**src/rtl/pitch_gain_compute.sv**
```systemverilog
// pitch_gain_compute: adaptive-codebook pitch gain for one 40-sample subframe.
// Reads xn and y1 from a shared memory, accumulates yy = 1 + 2*sum(y*y) and
// xy = 2*sum(x*y), then produces g = xy/yy in Q14 clamped to [0, GAIN_MAX].
//
// Ports:
//   clk          system clock, rising edge
//   reset        synchronous active-low reset
//   start        begin a subframe (accepted only in IDLE or DONE)
//   xnAddr       base of xn; sample i at {xnAddr[11:6], i}
//   y1Addr       base of y1; sample i at {y1Addr[11:6], i}
//   memIn        read data, valid the cycle after memReadAddr; sample = memIn[15:0]
//   memReadAddr  registered read address
//   done         result valid, held until the next accepted start
//   gain         Q14 pitch gain
//   yyOut/xyOut  accumulators saturated to signed 32 bits
module pitch_gain_compute #(
    parameter int unsigned L_SUBFR  = 40,
    parameter int unsigned GAIN_MAX = 19661,
    parameter int unsigned ACC_W    = 40
) (
    input  logic        clk,
    input  logic        reset,
    input  logic        start,
    input  logic [11:0] xnAddr,
    input  logic [11:0] y1Addr,
    input  logic [31:0] memIn,
    output logic [11:0] memReadAddr,
    output logic        done,
    output logic [15:0] gain,
    output logic [31:0] yyOut,
    output logic [31:0] xyOut
);

    localparam logic [5:0] LastIdx = 6'(L_SUBFR - 1);
    localparam logic [15:0] GainMax = 16'(GAIN_MAX);

    typedef enum logic [2:0] {
        StIdle, StAddrX, StAddrY, StMac, StCheck, StDivide, StDone
    } state_e;

    state_e                   state_q, state_d;
    logic [5:0]               idx_q, idx_d;
    logic [5:0]               xn_base_q, xn_base_d;
    logic [5:0]               y1_base_q, y1_base_d;
    logic signed [15:0]       x_q, x_d;
    logic signed [ACC_W-1:0]  yy_q, yy_d;
    logic signed [ACC_W-1:0]  xy_q, xy_d;
    logic [ACC_W-1:0]         rem_q, rem_d;
    logic [15:0]              dvd_q, dvd_d;
    logic [15:0]              quo_q, quo_d;
    logic [3:0]               bit_cnt_q, bit_cnt_d;
    logic [11:0]              addr_q, addr_d;
    logic                     done_q, done_d;
    logic [15:0]              gain_q, gain_d;
    logic [31:0]              yy_out_q, yy_out_d;
    logic [31:0]              xy_out_q, xy_out_d;

    logic signed [15:0]       sample_s;
    logic signed [31:0]       yy_prod, xy_prod;
    logic signed [ACC_W-1:0]  yy_term, xy_term;
    logic [ACC_W:0]           trial;
    logic                     q_bit;
    logic [15:0]              q_full;
    logic                     unused_bits;

    assign sample_s    = memIn[15:0];
    assign unused_bits = ^{memIn[31:16], xnAddr[5:0], y1Addr[5:0]};

    function automatic logic [31:0] sat32(input logic signed [ACC_W-1:0] v);
        logic [ACC_W-32:0] top;
        top = v[ACC_W-1:31];
        if ((&top) || (~|top)) return v[31:0];
        else if (v[ACC_W-1]) return 32'h8000_0000;
        else return 32'h7FFF_FFFF;
    endfunction

    always_comb begin
        state_d   = state_q;
        idx_d     = idx_q;
        xn_base_d = xn_base_q;
        y1_base_d = y1_base_q;
        x_d       = x_q;
        yy_d      = yy_q;
        xy_d      = xy_q;
        rem_d     = rem_q;
        dvd_d     = dvd_q;
        quo_d     = quo_q;
        bit_cnt_d = bit_cnt_q;
        addr_d    = addr_q;
        done_d    = done_q;
        gain_d    = gain_q;
        yy_out_d  = yy_out_q;
        xy_out_d  = xy_out_q;

        // 16x16 products, sign-extended and doubled; 2*(-32768)^2 needs 33 bits.
        yy_prod = sample_s * sample_s;
        xy_prod = x_q * sample_s;
        yy_term = {{(ACC_W-32){yy_prod[31]}}, yy_prod} <<< 1;
        xy_term = {{(ACC_W-32){xy_prod[31]}}, xy_prod} <<< 1;

        // Restoring-division step: shift in next dividend bit, subtract if it fits.
        trial  = {rem_q, dvd_q[15]};
        q_bit  = (trial >= {1'b0, yy_q});
        q_full = {quo_q[14:0], q_bit};

        unique case (state_q)
            StIdle, StDone: begin
                if (start) begin
                    done_d    = 1'b0;
                    yy_d      = ACC_W'(1);
                    xy_d      = '0;
                    idx_d     = '0;
                    xn_base_d = xnAddr[11:6];
                    y1_base_d = y1Addr[11:6];
                    addr_d    = {xnAddr[11:6], 6'd0};
                    state_d   = StAddrX;
                end
            end
            StAddrX: begin
                addr_d  = {y1_base_q, idx_q};
                state_d = StAddrY;
            end
            StAddrY: begin
                x_d     = sample_s;
                state_d = StMac;
            end
            StMac: begin
                yy_d = yy_q + yy_term;
                xy_d = xy_q + xy_term;
                if (idx_q == LastIdx) begin
                    state_d = StCheck;
                end else begin
                    idx_d   = idx_q + 6'd1;
                    addr_d  = {xn_base_q, idx_q + 6'd1};
                    state_d = StAddrX;
                end
            end
            StCheck: begin
                yy_out_d = sat32(yy_q);
                xy_out_d = sat32(xy_q);
                if (xy_q[ACC_W-1] || (xy_q == '0)) begin
                    gain_d  = '0;
                    done_d  = 1'b1;
                    state_d = StDone;
                end else if ({1'b0, xy_q} >= {yy_q, 1'b0}) begin
                    gain_d  = GainMax;
                    done_d  = 1'b1;
                    state_d = StDone;
                end else begin
                    // Dividend is xy<<14; xy < 2*yy guarantees (xy>>2) < yy,
                    // so 16 quotient bits suffice.
                    rem_d     = ACC_W'(xy_q >>> 2);
                    dvd_d     = {xy_q[1:0], 14'd0};
                    quo_d     = '0;
                    bit_cnt_d = '0;
                    state_d   = StDivide;
                end
            end
            StDivide: begin
                rem_d     = q_bit ? ACC_W'(trial - {1'b0, yy_q}) : trial[ACC_W-1:0];
                dvd_d     = {dvd_q[14:0], 1'b0};
                quo_d     = q_full;
                bit_cnt_d = bit_cnt_q + 4'd1;
                if (bit_cnt_q == 4'd15) begin
                    gain_d  = (q_full > GainMax) ? GainMax : q_full;
                    done_d  = 1'b1;
                    state_d = StDone;
                end
            end
            default: state_d = StIdle;
        endcase
    end

    always_ff @(posedge clk) begin
        if (!reset) begin
            state_q   <= StIdle;
            idx_q     <= '0;
            xn_base_q <= '0;
            y1_base_q <= '0;
            x_q       <= '0;
            yy_q      <= '0;
            xy_q      <= '0;
            rem_q     <= '0;
            dvd_q     <= '0;
            quo_q     <= '0;
            bit_cnt_q <= '0;
            addr_q    <= '0;
            done_q    <= 1'b0;
            gain_q    <= '0;
            yy_out_q  <= '0;
            xy_out_q  <= '0;
        end else begin
            state_q   <= state_d;
            idx_q     <= idx_d;
            xn_base_q <= xn_base_d;
            y1_base_q <= y1_base_d;
            x_q       <= x_d;
            yy_q      <= yy_d;
            xy_q      <= xy_d;
            rem_q     <= rem_d;
            dvd_q     <= dvd_d;
            quo_q     <= quo_d;
            bit_cnt_q <= bit_cnt_d;
            addr_q    <= addr_d;
            done_q    <= done_d;
            gain_q    <= gain_d;
            yy_out_q  <= yy_out_d;
            xy_out_q  <= xy_out_d;
        end
    end

    assign memReadAddr = addr_q;
    assign done        = done_q;
    assign gain        = gain_q;
    assign yyOut       = yy_out_q;
    assign xyOut       = xy_out_q;

endmodule

```
**config.mk**
```make
export PLATFORM = sky130hd
export DESIGN_NAME = pitch_gain_compute
export DESIGN_NICKNAME = d
export VERILOG_FILES = /design/src/rtl/pitch_gain_compute.sv
export SDC_FILE = /design/constraint.sdc
export NUM_CORES = 2
export LEC_CHECK = 0
export ABC_AREA = 1
export BUFFER_PORTS_ARGS = -buffer_cell sky130_fd_sc_hd__buf_2
export CORE_ASPECT_RATIO = 2
export CORE_MARGIN = 8
export CORE_UTILIZATION = 47
export CTS_CLUSTER_DIAMETER = 30
export DETAILED_ROUTE_END_ITERATION = 12
export PLACE_DENSITY = 0.61
export RECOVER_POWER = 50
export SLEW_MARGIN = 5
export SYNTH_ARGS = -nofsm -noshare
export SYNTH_HDL_FRONTEND = slang
export SYNTH_SLANG_ARGS = --single-unit
```
**constraint.sdc**
```tcl
create_clock -name clk -period 15.57 [get_ports clk]
set_input_delay 3.114 -clock clk [delete_from_list [all_inputs] [get_ports clk]]
set_output_delay 3.114 -clock clk [all_outputs]
set_load 0.1 [all_outputs]
```
======== Yosys cells after proc, flatten, opt, wreduce, memory -nomap -nowiden ========
Index checks and enable logic that the tools add are counted.
Widths: inputs -> output; s select.
operators by class
  multiply operators ...................... 2
  order comparisons ....................... 3
  muxes and demuxes ....................... 43
  add/sub/neg operators ................... 5
  reduce and logical (&&, ||, !) cells .... 24
  equality and inequality tests ........... 14
operators with widths
  kind                  number
  $pmux 40 s2           3
  $mux 40               5
  $mux 32               4
  $mux 16               6
  $add 40x33->40        2
  $mul 16x16->32        2
  $pmux 16 s2           2
  $ge 40x41->1          1
  $ge 41x40->1          1
  $logic_not 40->1      1
  $sub 40x40->40        1
  $pmux 12 s3           1
  $mux 15               2
  $pmux 15 s2           1
  $mux 12               2
  $pmux 3 s6            1
  $reduce_and 9->1      2
  $reduce_or 9->1       2
  $gt 16x15->1 const B  1
  $mux 6                2
  $pmux 6 s2            1
  $reduce_and 3->1      4
  $ne 2x2->1 const B    5
  $eq 3x3->1 const B    3
  21 further kinds      36
storage, ports and cells
  register bits ........................... 285
  input bits .............................. 59
  output and inout bits ................... 93
  word-level logic and storage cells ...... 107

======== Longest topological paths before layout ========
  depth after elaboration ................. 5
  gate-level depth with buffers ........... 40
  mapped depth without buffers ............ 38

======== Least setup slack after synthesis ========
No wires, ideal clock.
  kind .................................... input to register
  start ................................... input memIn[15]
  end ..................................... register xy_q[39]
  path buffers ............................ 3
  stages .................................. 35
  data arrival time ....................... 10.150 ns
  path slack .............................. 5.349 ns
  setup time .............................. 0.070 ns
  path through ............................ clkbuf_1 > inv_1 > clkbuf_1 > buf_1 > nor2_1 > fa_1 > fa_1 > fa_1 > fa_1 > fa_1 > inv_1 > fa_1 > inv_1 > ha_1 > nand2_1 > nor2_1 > and3_1 > nand4_1 > nand3_1 > a21oi_1 > o21ai_0 > a21oi_1 > xor2_1 > ha_1 > nand2_1 > nor2_1 > inv_1 > nor2_1 > inv_1 > nor3_1 > nand4_1 > nand3_1 > nand3b_1 > nand3_1 > a21oi_1
on the way
  word-level cells in the longest chain between the ends .. 3
ends and longest elaborated chain
  element               RTL line  RTL
  from (decl)           26        input logic [31:0] memIn,
  $mul 16x16->32        97        xy_prod = x_q * sample_s;
  $add 40x33->40        129       xy_d = xy_q + xy_term;
  $pmux 40 s2           106       unique case (state_q)
  to (signal assigned)  199       xy_q <= xy_d;
  to (decl)             47        logic signed [ACC_W-1:0] xy_q, xy_d;
No other way between the ends.
A chain may end at the register's enable or synchronous reset.

======== Worst setup path in the final report ========
  start ................................... input memIn[5]
  end ..................................... register yy_q[37]
on the way
  word-level cells in the longest chain between the ends .. 3
ends and longest elaborated chain
  element               RTL line  RTL
  $mul 16x16->32        96        yy_prod = sample_s * sample_s;
  $add 40x33->40        128       yy_d = yy_q + yy_term;
  $pmux 40 s2           106
  to (signal assigned)  198       yy_q <= yy_d;
  to (decl)             46        logic signed [ACC_W-1:0] yy_q, yy_d;
No other way between the ends.

==> key figures <==
GRT
  – First-pass GRT wire length: 201100 um
  – GR Overflow Total: 0
  – Vias in the first global route: between 30000 and 40000
  – Initial antenna violation count: 1
  – Largest net degree at the start of global routing: 93
  – Tot GR Track Use: between 20 and 30%

Floorplan
  – Row count: 150
  – Core area: roughly 0.083 mm2
  – DIE HEIGHT: between 400 and 500 um
  – Chip width: about 220 um
  – Die area: 0.09368 mm2
  – I/O pin cnt: 152
  – Initial Util: a little under half

STA
  – Fmax: 88.48 MHz
  – Fraction of the cycle the final worst path needs: 72.59%
  – RSZ-0062 raised after global routing: false
  – Endpoints failing setup: 0
  – Setup TNS: 0 ps
  – Slew Limit Fails: ~270
  – Final Worst Setup Slack: 4268 ps
  – Minimum clock period: 11300 ps
  – Slew headroom: -198.6%
  – Worst-Margin Slew: 4479 ps
  – Endpoints failing hold: 0
  – Final Skew: ~70 ps

Setup path
  – CP top delay family: adder cells
  – Crit path max-delay cell type: buf_2
  – Worst Setup End Kind: register
  – Worst path bufs/invs: 5
  – Worst setup SP type: primary input
  – CP peak stage delay: 740 ps
  – Worst endpoint required time: 15890 ps
  – Arrival @ worst endpoint: 11620 ps
  – Crit path kind: in -> reg
  – Worst Path Max Fanout: 35
  – Most common cell on crit path: fa_1

Yosys
  – Gate count of the mapped netlist: about 5600
  – EDFF count, synth: 0
  – Main combinational cell family by area after synthesis: adder cells
  – Simple logic cell fraction of the synthesized area: between 20% and 30%
  – Synth Area in Adders: 35.95%
  – Synthesized area per cell: 6.979 um2
  – Synth Area in Compound Gates: 13.24%
  – Post-synthesis mux area share: 0%
  – Sequential fraction of the synthesis area: between 10% and 20%
  – Count of different cell masters after synthesis: 52
  – Post-Synth XOR/XNOR Area: between 2 and 2.5%
  – Yosys warns: 0
  – Post-synth design cell area: 0.03930 mm2
  – Synth Net Count: 6521
  – Async SR Flop Fraction: 0%
  – Flops & latches, synth: 270
  – Primary FF master, synth: dfxtp_1

Flow run
  – Max_cap viols: 4

Clocking
  – TritonCTS Buffers: 58
  – Cts hold-fix bufs: 0
  – CTS H-tree depth: 2
  – CTS Sinks: 270
  – Clk slew on worst S/H paths: roughly 50 ps
  – Post-CTS sizing: 0
  – Clock Path Buffers: 3
  – TritonCTS clock tree: built
  – Insertion delay to the later sink of the worst-skew pair: about 670 ps
  – Root Buffer: clkbuf_16
  – # Post-CTS Setup Buffers: 0

Routing
  – Drt pass-1 iters: 7
  – Vias/cell: between 5 and 6
  – Initial DRC Count: 2512
  – ANT nets after route: 0
  – DR WL/cell: roughly 18 um
  – Final wirelength: 124600 um
  – Vias: ~36000
  – DRC: 0

Place
  – GP Congestion: 0.9776
  – Port Buffers: 123
  – Inst Count DP: 6668
  – DP Worst Slack: 3831 ps
  – HPWL after detailed placement: 98290 um

Final layout
  – Layout area overhead: 9.300%
  – Layout Cells excl Fill: roughly 6800
  – Leading cell type in the layout, fill and taps excluded: nand2_1
  – Nets: 6554
  – Most frequent cells in the layout: 1308 x nand2_1, 1239 x inv_1, 497 x fa_1
  – Share of cells above drive strength 1: 5.409%

Run status
  – Status: complete, but fails checks
  – Failing checks: max-capacitance violations, max-slew violations

Worst hold path
  – Min-Delay Path Class: reg -> reg
path summary, 6_finish.rpt:
check | start | to | slack (ps) | cells past startpoint
setup / recovery | memIn[5] | yy_q[37] | 4270 | 30
hold / removal | dvd_q[14] | dvd_q[14] | 430 | 2
setup reg to reg | x_q[15] | xy_q[36] | 6720 | 31
hold reg to reg | dvd_q[14] | dvd_q[14] | 430 | 2
per-layer routing:
layer	global-route usage [%]	up-vias	share of wire, %
li1	-	17524	-
met1	34.98	17170	42
met2	46.18	997	48
met3	3.649	229	5.7
met4	10.04	2	4.0
met5	0	-	0.035
cells in the mapped netlist, types with 16 or more instances:
cell	count	area (um2)
a21o_1	38	285.3
a21oi_1	449	2247
a31oi_1	71	444.2
buf_2	17	85.08
clkbuf_1	165	619.3
dfxtp_1	270	5405
fa_1	497	9950
ha_1	334	4179
inv_1	1240	4654
nand2_1	1308	4910
nand3_1	221	1106
nand4_1	53	331.6
nor2_1	368	1381
nor3_1	29	145.1
nor4_1	20	125.1
o21ai_0	279	1396
o21ai_1	31	155.2
o21bai_1	31	232.7
or2_2	16	100.1
xnor2_1	39	341.6
xor2_1	51	446.7
worst register-to-register path, delay by kind of cell (launching register included):
family	cells	cell delay, ps
adders and majority gates	8	3680
DFF	1	770
and+or+nand+nor	8	1360
buffers and inverters	6	670
AOI/OAI and AO/OA	8	1520
xor gates and xnor gates	1	570
through the flow:
step	util (%)	hold slack, ps	cell area [um2]
global placement	49.14	421.2	40860
finish	51.66	432.2	42950
floorplan	-	415.1	39300
detailed placement	49.14	424.0	40860
CTS	51.69	431.4	42980
global route	51.65	461.3	42950
kinds of logic (layout without fill, tap and decap cells):
logic type,count (synthesis),count (layout)
other,0,2
AOI/OAI and AO/OA,955,955
DFF,270,270
adders and majority gates,831,831
buffers and inverters,1446,1528
and+or+nand+nor,2039,2039
xor gates and xnor gates,90,90
flip-flops by register name, summed over array words and instances, names as in the netlist:
name         cells
quo_q           15
gain            16
yyOut           32
done             1
xy_q            39
state_q          3
xn_base_q        6
yy_q            40
idx_q            6
y1_base_q        6
bit_cnt_q        4
x_q             16
rem_q           40
dvd_q            2
xyOut           32
memReadAddr     12
area by class of cell:
| class | instances | area (um2) |
|---|---|---|
| Fill cell | 8374 | 40190 |
| Inverter | 1248 | 4686 |
| Clock buffer | 66 | 1541 |
| Clock inverter | 43 | 578.1 |
| Sequential cell | 270 | 5405 |
| Timing Repair Buffer | 171 | 955.9 |
| Tap cell | 1064 | 1331 |
| Antenna cell | 2 | 5.005 |
| Multi-Input combinational cell | 3915 | 28450 |
Power is left out: the tool's default activity adds up to more than one toggle a clock period on the data nets, which glitch-free logic cannot reach.
